## src/rtl/uart_tx_frame_ctrl.sv

```systemverilog
// UART transmit controller: frame FSM, LSB-first serializer, parity generator
// and bit-period timer. All configuration is captured when a frame is accepted.
//
// state  | meaning
// IDLE   | line high, waiting for Data_valid
// START  | start bit (low) for one bit period
// DATA   | payload bit idx, LSB first
// PARITY | parity bit (only when par_en was latched)
// STOP   | one or two stop-bit periods, tx_done on the final clock
module uart_tx_frame_ctrl #(
  parameter int DATA_WIDTH = 8,
  parameter int DIV_WIDTH  = 16
) (
  input  logic                  CLK,
  input  logic                  RST,
  input  logic [DATA_WIDTH-1:0] P_DATA,
  input  logic                  Data_valid,
  input  logic                  par_en,
  input  logic                  par_typ,
  input  logic                  stop2,
  input  logic [DIV_WIDTH-1:0]  baud_div,
  output logic                  TX_OUT,
  output logic                  busy,
  output logic                  tx_done
);

  localparam int IW = (DATA_WIDTH > 1) ? $clog2(DATA_WIDTH) : 1;
  localparam logic [IW-1:0] LAST_IDX = IW'(DATA_WIDTH - 1);

  localparam logic [2:0] IDLE   = 3'd0;
  localparam logic [2:0] START  = 3'd1;
  localparam logic [2:0] DATA   = 3'd2;
  localparam logic [2:0] PARITY = 3'd3;
  localparam logic [2:0] STOP   = 3'd4;

  logic [2:0]            state, nxt_state;
  logic [IW-1:0]         idx, nxt_idx;
  logic [DIV_WIDTH-1:0]  cnt, nxt_cnt;
  logic                  stop_idx, nxt_stop;
  logic                  accept;
  logic                  nxt_tx, nxt_done;
  logic                  bit_end;

  logic [DATA_WIDTH-1:0] data_l;
  logic                  par_en_l, par_typ_l, stop2_l;
  logic [DIV_WIDTH-1:0]  div_l;

  assign bit_end = (cnt == div_l);

  always_comb begin
    nxt_state = state;
    nxt_idx   = idx;
    nxt_cnt   = bit_end ? '0 : cnt + DIV_WIDTH'(1);
    nxt_stop  = stop_idx;
    accept    = 1'b0;
    case (state)
      IDLE: begin
        nxt_cnt = '0;
        if (Data_valid) begin
          accept    = 1'b1;
          nxt_state = START;
        end
      end
      START: begin
        if (bit_end) begin
          nxt_state = DATA;
          nxt_idx   = '0;
        end
      end
      DATA: begin
        if (bit_end) begin
          if (idx == LAST_IDX) begin
            nxt_state = par_en_l ? PARITY : STOP;
            nxt_stop  = 1'b0;
          end else begin
            nxt_idx = idx + IW'(1);
          end
        end
      end
      PARITY: begin
        if (bit_end) begin
          nxt_state = STOP;
          nxt_stop  = 1'b0;
        end
      end
      STOP: begin
        if (bit_end) begin
          if (stop_idx == stop2_l) nxt_state = IDLE;
          else                     nxt_stop  = 1'b1;
        end
      end
      default: begin
        nxt_state = IDLE;
        nxt_cnt   = '0;
      end
    endcase
  end

  // Outputs are registered from the next-state view so each one lines up with its bit clock.
  always_comb begin
    case (nxt_state)
      START:   nxt_tx = 1'b0;
      DATA:    nxt_tx = data_l[nxt_idx];
      PARITY:  nxt_tx = (^data_l) ^ par_typ_l;
      default: nxt_tx = 1'b1;
    endcase
    nxt_done = (nxt_state == STOP) && (nxt_cnt == div_l) && (nxt_stop == stop2_l);
  end

  always_ff @(posedge CLK or negedge RST) begin
    if (!RST) begin
      state     <= IDLE;
      idx       <= '0;
      cnt       <= '0;
      stop_idx  <= 1'b0;
      TX_OUT    <= 1'b1;
      busy      <= 1'b0;
      tx_done   <= 1'b0;
      data_l    <= '0;
      par_en_l  <= 1'b0;
      par_typ_l <= 1'b0;
      stop2_l   <= 1'b0;
      div_l     <= '0;
    end else begin
      state    <= nxt_state;
      idx      <= nxt_idx;
      cnt      <= nxt_cnt;
      stop_idx <= nxt_stop;
      TX_OUT   <= nxt_tx;
      busy     <= (nxt_state != IDLE);
      tx_done  <= nxt_done;
      if (accept) begin
        data_l    <= P_DATA;
        par_en_l  <= par_en;
        par_typ_l <= par_typ;
        stop2_l   <= stop2;
        div_l     <= baud_div;
      end
    end
  end

endmodule

```

## config.mk

```make
export PLATFORM = sky130hd
export DESIGN_NAME = uart_tx_frame_ctrl
export DESIGN_NICKNAME = d
export VERILOG_FILES = /design/src/rtl/uart_tx_frame_ctrl.sv
export SDC_FILE = /design/constraint.sdc
export NUM_CORES = 1
export LEC_CHECK = 0
export BUFFER_PORTS_ARGS = -buffer_cell sky130_fd_sc_hd__buf_2
export CORE_MARGIN = 5
export CORE_UTILIZATION = 40
export CTS_CLUSTER_SIZE = 28
export DETAILED_ROUTE_END_ITERATION = 7
export PLACE_DENSITY_LB_ADDON = 0.05
export SETUP_SLACK_MARGIN = 0.4
export SYNTH_ARGS = -nofsm -noshare
export SYNTH_HDL_FRONTEND = slang
export SYNTH_SLANG_ARGS = --single-unit
export TNS_END_PERCENT = 50
```

## constraint.sdc

```tcl
create_clock -name CLK -period 4 [get_ports CLK]
set_clock_uncertainty 0.2 [all_clocks]
set_input_delay 0.4 -clock CLK [delete_from_list [all_inputs] [get_ports CLK]]
set_output_delay 0.4 -clock CLK [all_outputs]
set_load 0.02 [all_outputs]
```

==> metrics.cfg, run 1 <==
[run_status]
status=complete, no violations

[yosys]
synth_seq_cells=53
seq_area_frac_synth_pct=44.90
synth_edf_count=0
postSynthNetCount=318
synthesis.instances=285
ys_dominant_reg_cell=sky130_fd_sc_hd__dfrtp_1
postSynth.asyncResetShare_pct=100.0
post_synth_num_cell_types=52
synthesis_warnings=0
synth_area_um2=2957
avg_synthesized_cell_area_um2=10.37

[sta]
max_freq_mhz=303.4
setup_tns_final_ns=0
rsz0062_at_grt=no
worst_slew_pin_slew_ns=0.5626
hold_slack_ns=0.09142
timing.final.crit_period_ns=3.295
timing_max_transition_violations_final=0
max-slew-margin-rel_pct=62.21
postLayoutSetupSlackWorst_ns=0.7045
setup-violations-final=0
hold_viol_final=0
final_min_period_over_clock_period_pct=82.39

[placed_design]
pre_cts_slack_ns=0.7085
last_weighted_congestion_value_of_the_routability_driven_placer=0.7813
final_hpwl_from_detailed_placement_mm=4.721
io_port_bufs=32
dpl_cell_area_um2=3218
placed_cells_incl_taps=408

[global_route]
grt_max_degree=33
wire_length_of_the_first_global_routing_pass_mm=11.10
antenna_found_initial=0
grt_remaining_overflow=0
global_routing_usage_summed_across_all_routing_layers_pct=15.60
vias_in_the_first_global_route=2147

[final_layout]
antenna_cells=0
post_layout_nonfiller_instances=417
post-route-util_pct=46.60
nFillCells=757
final_nets=350
final_area_um2=3362
fraction_of_final_layout_cells_with_drive_strength_greater_than_1_pct=23.27
syn_to_final_growth_pct=13.71

[floorplanning]
die-height_um=95.98
core.rowCount=31
chipWidth_um=95.98
design.die.area_um2=9211
ioPinCount=33
coreArea_um2=7214
floorplan.initialDensity_pct=40.98

[worst_setup_path]
crit_chain=xor2_1 > or4_4 > nor4_4 > buf_4 > a31oi_1 > nor2_1 > mux2i_1 > a311o_1 > o221ai_1
r2r-end=TX_OUT
reg2reg_depth=9
worst_path_max_delay_cell=sky130_fd_sc_hd__or4_4
cp_max_fo=11
cp.arrival_ns=3.33
startpoint_type=flop
crit_path_end_kind=flop
slowest_delay_ns=0.55
critical_path_class=flop to flop
worst-endpoint-required_ns=4.03
timing.reg2reg.setup_slack_ns=0.70
regToRegStartpoint=cnt[7]

[route]
wirelength_mm=6.404
ant_nets=0
post-route-drc-count=0
detailedRoute.firstIterationViolations=80
route.vias.total=2150
vias_per_cell=5.156
firstDrtPassIters=4
routedWlPerCell_um=15.36

[clocking]
clock_sinks=53
cts-htree-levels=2
clkLatencyLatePin_ns=0.31
clock_transition_at_the_register_clock_pins_on_the_worst_setup_and_hold_paths_after_cts_ns=0.10
tritoncts=yes
clock_tree.buffer_depth=2
ctsRootBufferMaster=sky130_fd_sc_hd__clkbuf_8
post_cts_setup_inserts=0
cts_buffers=5

[power]
ir_drop_uv=240.9
power.density_cell_area_nw_per_um2=616.1
static-leakage-power_nw=1.388
design_power_total_mw=2.071

[min_path]
hold_start=P_DATA[5]
worstHoldPathType=input pin to flop
holdPathEnd=data_l[5]
min_delay_path_depth=3

[run]
max_cap_viol_count=0

worst max-delay path by stage:
stage,end,slack [ns],startpoint,cells past startpoint
2_1_floorplan,tx_done,1.12,cnt[7],10
3_3_place_gp,TX_OUT,0.70,cnt[7],9
3_5_place_dp,TX_OUT,0.71,cnt[7],9
4_1_cts,TX_OUT,0.67,cnt[7],9
5_1_grt,TX_OUT,0.46,cnt[7],9
6_report,TX_OUT,0.70,cnt[7],9
placed cells by master (no fill, tap or decap), types with 3 or more instances in the layout:
cell type                  synthesis  layout
sky130_fd_sc_hd__dfrtp_1          52      52
sky130_fd_sc_hd__xnor2_1          34      34
sky130_fd_sc_hd__buf_2             2      32
sky130_fd_sc_hd__nor2_1           25      25
sky130_fd_sc_hd__mux2_2           22      22
sky130_fd_sc_hd__xor2_1           18      18
sky130_fd_sc_hd__nand2_1          15      15
sky130_fd_sc_hd__inv_1            13      13
sky130_fd_sc_hd__nand4_1          11      11
sky130_fd_sc_hd__o21ai_0           9       9
sky130_fd_sc_hd__a21oi_1           7       7
sky130_fd_sc_hd__nand3_1           5       5
sky130_fd_sc_hd__clkbuf_8          0       5
sky130_fd_sc_hd__and3_1            4       4
sky130_fd_sc_hd__a31oi_1           4       4
sky130_fd_sc_hd__nor3_1            4       4
sky130_fd_sc_hd__buf_4             1       4
sky130_fd_sc_hd__nand2b_1          3       3
sky130_fd_sc_hd__or3_1             3       3
sky130_fd_sc_hd__a211oi_1          3       3
sky130_fd_sc_hd__o32ai_1           3       3
sky130_fd_sc_hd__ha_1              3       3
logic make-up (layout without fill, tap and decap cells):
| logic type | after synthesis | in the layout | share of synthesized area, % |
|---|---|---|---|
| simple gates | 89 | 89 | 16.84 |
| flops | 53 | 53 | 44.90 |
| xor+xnor | 52 | 52 | 15.40 |
| compound gates | 40 | 40 | 9.226 |
| buf+inv | 25 | 58 | 3.640 |
| mux | 23 | 23 | 8.718 |
| fa+ha+maj | 3 | 3 | 1.270 |
cells in the mapped netlist (all sizes together) (4+ instances only):
master,instances,area [um^2]
dfrtp,52,1301
xnor2,34,297.8
nor2,25,93.84
mux2,22,247.7
xor2,18,157.7
nand2,15,56.30
inv,13,48.80
nand4,11,68.82
o21ai,11,55.05
clkbuf,8,30.03
a21oi,7,35.03
nand3,5,25.02
a31oi,4,25.02
and3,4,25.02
buf,4,28.78
nor3,4,20.02
metal layers:
layer	wire length (um)	share of wire, %	GRT usage, %	vias to the layer above
met5	0	0	0	-
met4	51	0.80	3.199	0
met3	243	3.8	3.987	6
met2	2750	43	22.93	33
met1	3359	52	23.10	1044
li1	-	-	-	1067
cell type report:
cell class,count,area (um^2),area share [%]
multi-input combinational,207,1528,45.44
sequential,53,1328,39.49
timing repair buffer,37,200.2,5.955
tap,99,123.9,3.684
clock buffer,5,68.82,2.047
clock inverter,3,65.06,1.935
inverter,13,48.80,1.451
state kept, by name (all words and copies together), names as in the netlist:
name	count
state	3
TX_OUT	1
par_typ_l	1
stop2_l	1
busy	1
div_l	16
cnt	16
par_en_l	1
stop_idx	1
tx_done	1
idx	3
data_l	8
what timing repair did:
action / CTS / global route
gates resized for setup: 0 / 0
hold buffers: 1 / 0
hold endpoints to repair: 22 / 0
where the power goes:
group / switching [mW] / leakage [nW] / internal (mW) / total [mW]
Combinational: 0.321 / 0.660 / 0.403 / 0.724
Clock: 0.188 / 0.0681 / 0.249 / 0.436
Sequential: 0.207 / 0.659 / 0.704 / 0.911
worst max-delay path: cells and delay by family, from the launching register on:
| kind | cells | cell delay (ns) |
|---|---|---|
| multiplexers | 1 | 0.11 |
| AO/OA/AOI/OAI | 3 | 0.74 |
| buffers and inverters | 1 | 0.28 |
| XOR/XNOR | 1 | 0.17 |
| AND/OR/NAND/NOR | 3 | 1.24 |
| flip-flops | 1 | 0.47 |
Note: power is estimated with default switching activity, not from simulation.
==> inputs of run 2 (changes only) <==
--- a/config.mk
+++ b/config.mk
@@ -5,6 +5,7 @@
 export SDC_FILE = /design/constraint.sdc
 export NUM_CORES = 1
 export LEC_CHECK = 0
+export ABC_AREA = 1
 export BUFFER_PORTS_ARGS = -buffer_cell sky130_fd_sc_hd__buf_2
 export CORE_MARGIN = 5
 export CORE_UTILIZATION = 40
==> constraint.sdc (replaced) <==
create_clock -name CLK -period 2.8 [get_ports CLK]
set_clock_uncertainty 0.2 [all_clocks]
set_input_delay 0.28 -clock CLK [delete_from_list [all_inputs] [get_ports CLK]]
set_output_delay 0.28 -clock CLK [all_outputs]
set_load 0.02 [all_outputs]
==> metrics.cfg, run 2 <==
[sta]
rsz0062_at_grt=yes
setup-violations-final=0  ; unchanged
hold_viol_final=0  ; unchanged
worst_slew_pin_slew_ns=0.9106  ; +0.3480 ns
timing.final.crit_period_ns=2.283  ; -1.012 ns
postLayoutSetupSlackWorst_ns=0.5168  ; -0.1877 ns
timing_max_transition_violations_final=0  ; unchanged
max-slew-margin-rel_pct=39.29  ; -23 points
final_min_period_over_clock_period_pct=81.54  ; -0.84 points
setup_tns_final_ns=0  ; unchanged
max_freq_mhz=438.0  ; +44%

[route]
routedWlPerCell_um=13.13  ; -14%
vias_per_cell=4.700  ; -8.8%
post-route-drc-count=0  ; unchanged
detailedRoute.firstIterationViolations=91  ; +14%
wirelength_mm=8.196  ; +28%
firstDrtPassIters=4  ; unchanged
ant_nets=0  ; unchanged
route.vias.total=2933  ; +36%

[power]
power.clock.fraction_pct=34.4  ; +13 points
cellInternalPower_mw=0.9785  ; -28%
power_switching_mw=0.2874  ; -60%
seqPwrFrac_pct=60.4  ; +16 points
power.share.combinational_pct=5.2  ; -30 points
power.density_cell_area_nw_per_um2=312.6  ; -49%
static-leakage-power_nw=2.061  ; +49%
ir_drop_uv=212.6  ; -12%
p_sw_share_pct=22.71  ; -12 points

[placed_design]
pre_cts_slack_ns=0.3130  ; -0.3955 ns
last_weighted_congestion_value_of_the_routability_driven_placer=0.8905  ; +14%
dpl_cell_area_um2=3475  ; +8.0%
io_port_bufs=32  ; unchanged
final_hpwl_from_detailed_placement_mm=5.882  ; +25%

[worst_setup_path]
startpoint_type=flop
critical_path_class=flop to flop
cp.arrival_ns=2.31  ; -1.02 ns
worst-endpoint-required_ns=2.83  ; -1.20 ns
crit_path_end_kind=flop
cp_max_fo=7  ; -4

[floorplanning]
core.rowCount=32  ; +3.2%
chipWidth_um=99.31  ; +3.5%
design.die.area_um2=9862  ; +7.1%
floorplan.initialDensity_pct=41.08  ; +0.094 points
die-height_um=99.31  ; +3.5%
ioPinCount=33  ; unchanged
coreArea_um2=7767  ; +7.7%

[yosys]
synth_seq_cells=53  ; unchanged
synthesis_warnings=0  ; unchanged
biggest_area_contributors_in_the_synthesized_netlist=sky130_fd_sc_hd__dfrtp_1 41%, sky130_fd_sc_hd__nand2_1 18%, sky130_fd_sc_hd__inv_1 6.1%
post_synth_num_cell_types=30  ; -42%
avg_synthesized_cell_area_um2=7.218  ; -30%
netlist.area_leader.share_pct=40.78  ; -3.2 points
synth_edf_count=0  ; unchanged
postSynthNetCount=475  ; +49%
seq_area_frac_synth_pct=41.61  ; -3.3 points
postSynth.asyncResetShare_pct=100.0  ; unchanged
synthesis.instances=442  ; +55%
yosys-top-cells-count=151 x sky130_fd_sc_hd__nand2_1, 52 x sky130_fd_sc_hd__dfrtp_1, 52 x sky130_fd_sc_hd__inv_1, 40 x sky130_fd_sc_hd__nor2_1, 32 x sky130_fd_sc_hd__nand3_1
synthMostInstantiatedCell=sky130_fd_sc_hd__nand2_1
ys_dominant_reg_cell=sky130_fd_sc_hd__dfrtp_1
post-synth-top-area-cell=sky130_fd_sc_hd__dfrtp_1
synth_area_um2=3191  ; +7.9%

[final_layout]
post-route-util_pct=52.14  ; +5.5 points
syn_to_final_growth_pct=26.94
final_area_um2=4050  ; +20%
top_registers=cnt x16, div_l x16, data_l x8
mostFrequentLayoutCell=sky130_fd_sc_hd__nand2_1
most-common-layout-cells=149 x sky130_fd_sc_hd__nand2_1, 51 x sky130_fd_sc_hd__inv_1, 46 x sky130_fd_sc_hd__dfrtp_1, 32 x sky130_fd_sc_hd__nand3_1, 32 x sky130_fd_sc_hd__buf_2
seq_area_um2=1335  ; +0.57%
area_used_by_multi_input_combinational_logic_um2=1694  ; +11%
antenna_cells=0  ; unchanged
final_nets=554  ; +58%
fraction_of_final_layout_cells_with_drive_strength_greater_than_1_pct=22.41  ; -0.86 points
nFillCells=801  ; +5.8%

[global_route]
grt_max_degree=39  ; +18%
antenna_found_initial=0  ; unchanged
vias_in_the_first_global_route=2728  ; +27%
global_routing_usage_summed_across_all_routing_layers_pct=16.39  ; +0.80 points
wire_length_of_the_first_global_routing_pass_mm=13.19  ; +19%
grt_remaining_overflow=0  ; unchanged

[run]
max_cap_viol_count=0  ; unchanged

[clocking]
ctsRootBufferMaster=sky130_fd_sc_hd__clkbuf_8
clock_transition_at_the_register_clock_pins_on_the_worst_setup_and_hold_paths_after_cts_ns=0.10  ; about the same
tritoncts=yes
clock_sinks=53  ; unchanged
clkLatencyLatePin_ns=0.30  ; about the same
clock_tree.buffer_depth=2  ; unchanged
cts_buffers=5  ; unchanged
cts-htree-levels=2  ; unchanged

[min_path]
worstHoldPathType=input pin to flop

[run_status]
status=complete, no violations

[run 2: cell types whose count changed in the layout (fill, tap and decap cells not counted), sizes merged, moves of 13 or more]
cell	previous run	this run
inv	13	63
o21ai	11	24
nand3	5	32
mux2	22	0
xnor2	34	6
nor2	25	48
buf	36	50
dlygate4sd3	1	27
nand2	15	157
[run 2: layout make-up]
type | instances | share of cell area [%]
Timing Repair Buffer | 77 | 13.96
Clock inverter | 3 | 0.4325
Sequential cell | 53 | 32.96
Tap cell | 102 | 3.151
Inverter | 63 | 5.962
Clock buffer | 5 | 1.699
Multi-Input combinational cell | 321 | 41.83
[run 2: critical path: stages, from the launching register on]
cell and delay, ns:
sky130_fd_sc_hd__dfrtp_1 0.45, sky130_fd_sc_hd__nand2_1 0.09, sky130_fd_sc_hd__nand2_1 0.05, sky130_fd_sc_hd__nor2_1 0.15, sky130_fd_sc_hd__nand2_1 0.11, sky130_fd_sc_hd__nor2_4 0.18
sky130_fd_sc_hd__nand2_4 0.15, sky130_fd_sc_hd__nand2_8 0.13, sky130_fd_sc_hd__nor2_1 0.07, sky130_fd_sc_hd__xor2_1 0.14, sky130_fd_sc_hd__nand3_1 0.12, sky130_fd_sc_hd__nor2_1 0.13
sky130_fd_sc_hd__nand3_1 0.11, sky130_fd_sc_hd__nor3_2 0.11
[run 2: stage by stage]
step / power [mW] / hold WS, ns / std cells
5_1_grt: 1.324 / 0.01488 / 624
4_1_cts: 1.286 / 0.002117 / 608
6_report: 1.266 / 0.01012 / 624
3_5_place_dp: 0.8179 / 0.2673 / 574
2_1_floorplan: 0.7802 / -0.2156 / 442
3_3_place_gp: 0.8175 / 0.2591 / 574
[run 2: worst paths after layout]
path / start / to / slack [ns] / cells after the start
worst max-delay path: cnt[6] / tx_done / 0.52 / 13
worst min-delay path: baud_div[0] / div_l[0] / 0.01 / 3
worst max register to register: cnt[6] / tx_done / 0.52 / 13
worst min register to register: par_typ_l / par_typ_l / 0.33 / 2
max in group asynchronous: RST / cnt[12] / 1.24 / 3
min in group asynchronous: RST / div_l[4] / 0.43 / 2
[run 2: metal layers]
layer	global-route usage [%]	up-vias	part of all wire [%]
li1	-	1535	-
met1	23.78	1347	50
met2	25.88	47	45
met3	2.735	4	4.0
met4	3.256	0	0.52
met5	0	-	0
[run 2: power by group through the flow]
stage	clock [mW]	combinational, mW	sequential [mW]
floorplan	0	0.000000728	0.780
global placement	0	0.0375	0.780
detailed placement	0	0.0380	0.780
CTS	0.456	0.0656	0.765
global route	0.484	0.0748	0.765
finish	0.436	0.0653	0.765
[run 2: timing repair]
item / in CTS / in global routing
cloned: 0 / 2
hold buffers: 26 / 1
endpoints found under the hold margin: 60 / 1
pin swaps: 0 / 10
gates resized for setup: 2 / 31
setup buffers: 0 / 13
setup endpoints to repair: 1 / 5
[run 2: cell families after synthesis]
| logic type | share of synthesized area [%] |
|---|---|
| AOI/OAI and AO/OA | 5.529 |
| xor gates and xnor gates | 7.686 |
| buffers and inverters | 8.706 |
| adders and majority gates | 1.177 |
| DFF | 41.61 |
| and+or+nand+nor | 35.29 |
==> inputs of run 3 (changes only) <==
--- a/config.mk
+++ b/config.mk
@@ -5,7 +5,7 @@
 export SDC_FILE = /design/constraint.sdc
 export NUM_CORES = 1
 export LEC_CHECK = 0
-export ABC_AREA = 1
+export ABC_AREA = 0
 export BUFFER_PORTS_ARGS = -buffer_cell sky130_fd_sc_hd__buf_2
 export CORE_MARGIN = 5
 export CORE_UTILIZATION = 40
==> constraint.sdc (replaced) <==
create_clock -name CLK -period 2 [get_ports CLK]
set_clock_uncertainty 0.2 [all_clocks]
set_input_delay 0.2 -clock CLK [delete_from_list [all_inputs] [get_ports CLK]]
set_output_delay 0.2 -clock CLK [all_outputs]
set_load 0.02 [all_outputs]
==> metrics.cfg, run 3 (synthesis results as in run 1) <==
[final_layout]
final_nets=470  ; -15%
antenna_cells=0  ; unchanged
final_area_um2=4823  ; +19%
most-common-layout-cells=64 x sky130_fd_sc_hd__buf_4, 52 x sky130_fd_sc_hd__dfrtp_1, 33 x sky130_fd_sc_hd__xnor2_1, 32 x sky130_fd_sc_hd__buf_2, 28 x sky130_fd_sc_hd__dlygate4sd3_1
nFillCells=602  ; -25%
top_registers=cnt x16, div_l x16, data_l x8
fraction_of_final_layout_cells_with_drive_strength_greater_than_1_pct=46.58  ; +24 points
syn_to_final_growth_pct=63.14
post-route-util_pct=66.86  ; +15 points
mostFrequentLayoutCell=sky130_fd_sc_hd__buf_4

[global_route]
grt_remaining_overflow=0  ; unchanged
wire_length_of_the_first_global_routing_pass_mm=13.16  ; -0.26%
vias_in_the_first_global_route=2708  ; -0.73%
grt_max_degree=54  ; +38%
global_routing_usage_summed_across_all_routing_layers_pct=18.60  ; +2.2 points
antenna_found_initial=0  ; unchanged

[route]
post-route-drc-count=0  ; unchanged
firstDrtPassIters=5  ; +1
routedWlPerCell_um=14.94  ; +14%
vias_per_cell=4.883  ; +3.9%
detailedRoute.firstIterationViolations=42  ; -54%
wirelength_mm=8.025  ; -2.1%
route.vias.total=2622  ; -11%
ant_nets=0  ; unchanged

[worst_setup_path]
regToRegStartpoint=cnt[7]
worst-endpoint-required_ns=2.03  ; -0.80 ns
critical_path_class=flop to flop
r2r-end=tx_done
startpoint=cnt[7]
crit_path_end_kind=flop
startpoint_type=flop
cp_max_fo=3  ; -4
timing.reg2reg.setup_slack_ns=-0.88  ; -1.40 ns
cp.arrival_ns=2.91  ; +0.60 ns
cp_capture_point=tx_done
reg2reg_depth=9  ; -4

[clocking]
cts-htree-levels=2  ; unchanged
clock_tree.buffer_depth=2  ; unchanged
tritoncts=yes
ctsRootBufferMaster=sky130_fd_sc_hd__clkbuf_8
clock_transition_at_the_register_clock_pins_on_the_worst_setup_and_hold_paths_after_cts_ns=0.10  ; about the same
clkLatencyLatePin_ns=0.32  ; +0.02 ns
clock_sinks=53  ; unchanged
cts_buffers=5  ; unchanged

[run]
max_cap_viol_count=0  ; unchanged

[placed_design]
final_hpwl_from_detailed_placement_mm=5.326  ; -9.4%
io_port_bufs=32  ; unchanged
last_weighted_congestion_value_of_the_routability_driven_placer=0.7948  ; -11%
dpl_cell_area_um2=3852  ; +11%

[floorplanning]
chipWidth_um=95.98  ; -3.4%
ioPinCount=33  ; unchanged
die-height_um=95.98  ; -3.4%
design.die.area_um2=9211  ; -6.6%
core.rowCount=31  ; -3.1%
floorplan.initialDensity_pct=40.98  ; -0.094 points
coreArea_um2=7214  ; -7.1%

[run_status]
status=finished, violations left
violations=setup timing

[sta]
setup-violations-final=23  ; +23
timing.final.crit_period_ns=2.879  ; +0.5960 ns
worst_slew_pin_slew_ns=0.4065  ; -0.5041 ns
postLayoutSetupSlackWorst_ns=-0.8792  ; -1.396 ns
final_min_period_over_clock_period_pct=144.0  ; +62 points
hold_viol_final=0  ; unchanged
setup_tns_final_ns=-8.340  ; -8.340 ns
max_freq_mhz=347.3  ; -21%
max-slew-margin-rel_pct=72.55  ; +33 points
rsz0062_at_grt=yes
timing_max_transition_violations_final=0  ; unchanged

[power]
power.density_cell_area_nw_per_um2=987.5  ; +220%
static-leakage-power_nw=2.117  ; +2.7%
ir_drop_uv=532.7  ; +150%

[min_path]
worstHoldPathType=input pin to async pin

## run 3: repair_timing
action                                 CTS  global route
gates cloned                             1             0
setup buffers                           17            12
endpoints found under the hold margin   80             0
hold buffers                            28             0
setup endpoints to repair               53            53
resized for setup                       46            45
pin swaps                               15            14
## run 3: metal layers
| layer | GRT usage [%] | part of all wire, % | vias up |
|---|---|---|---|
| li1 | - | - | 1310 |
| met1 | 24.88 | 48 | 1264 |
| met2 | 30.57 | 47 | 37 |
| met3 | 3.753 | 3.0 | 11 |
| met4 | 5.213 | 1.5 | 0 |
| met5 | 0 | 0 | - |
## run 3: critical path, cell delays in order, from the launching register on
cell	delay, ns
sky130_fd_sc_hd__dfrtp_1	0.40
sky130_fd_sc_hd__xor2_1	0.16
sky130_fd_sc_hd__or4_4	0.55
sky130_fd_sc_hd__nor4_4	0.19
sky130_fd_sc_hd__buf_4	0.18
sky130_fd_sc_hd__a211oi_1	0.05
sky130_fd_sc_hd__o32ai_1	0.33
sky130_fd_sc_hd__nand4_1	0.18
sky130_fd_sc_hd__or4_4	0.44
sky130_fd_sc_hd__nor4_2	0.13
## run 3: how the worst min path moves through the flow
stage / cells after the start / from / to / slack (ns)
after global routing: 3 / RST / div_l[3] / 0.24
after floorplan: 0 / RST / busy / -0.30
after CTS: 3 / RST / cnt[15] / 0.21
after detailed placement: 2 / RST / div_l[0] / 0.03
after global placement: 2 / RST / div_l[7] / 0.02
final: 3 / RST / div_l[3] / 0.22
## run 3: area by class of cell
class	count	area, um^2	share of cell area [%]
well taps	99	123.9	2.568
inverters	13	51.30	1.064
flip-flops and latches	53	1328	27.52
clock buffers	5	68.82	1.427
multi-input cells	207	1874	38.86
clock inverters	3	26.28	0.5447
repair buffers	157	1351	28.02
## run 3: through the flow
| step | instances | setup slack [ns] | power [mW] | hold slack [ns] |
|---|---|---|---|---|
| floorplan | 285 | -0.7152 | 3.073 | -0.2956 |
| global placement | 471 | -0.9130 | 3.871 | 0.02193 |
| detailed placement | 471 | -0.9324 | 3.886 | 0.02518 |
| CTS | 525 | -0.8566 | 4.693 | 0.2092 |
| global route | 537 | -1.068 | 5.078 | 0.2363 |
| finish | 537 | -0.8792 | 4.763 | 0.2194 |
## run 3: where the power goes
group          leakage [nW]  switching (mW)  internal [mW]
Sequential            0.659           0.292           1.41
Combinational          1.41           0.989           1.42
Clock                0.0487           0.393          0.256
Total                  2.12            1.67           3.09
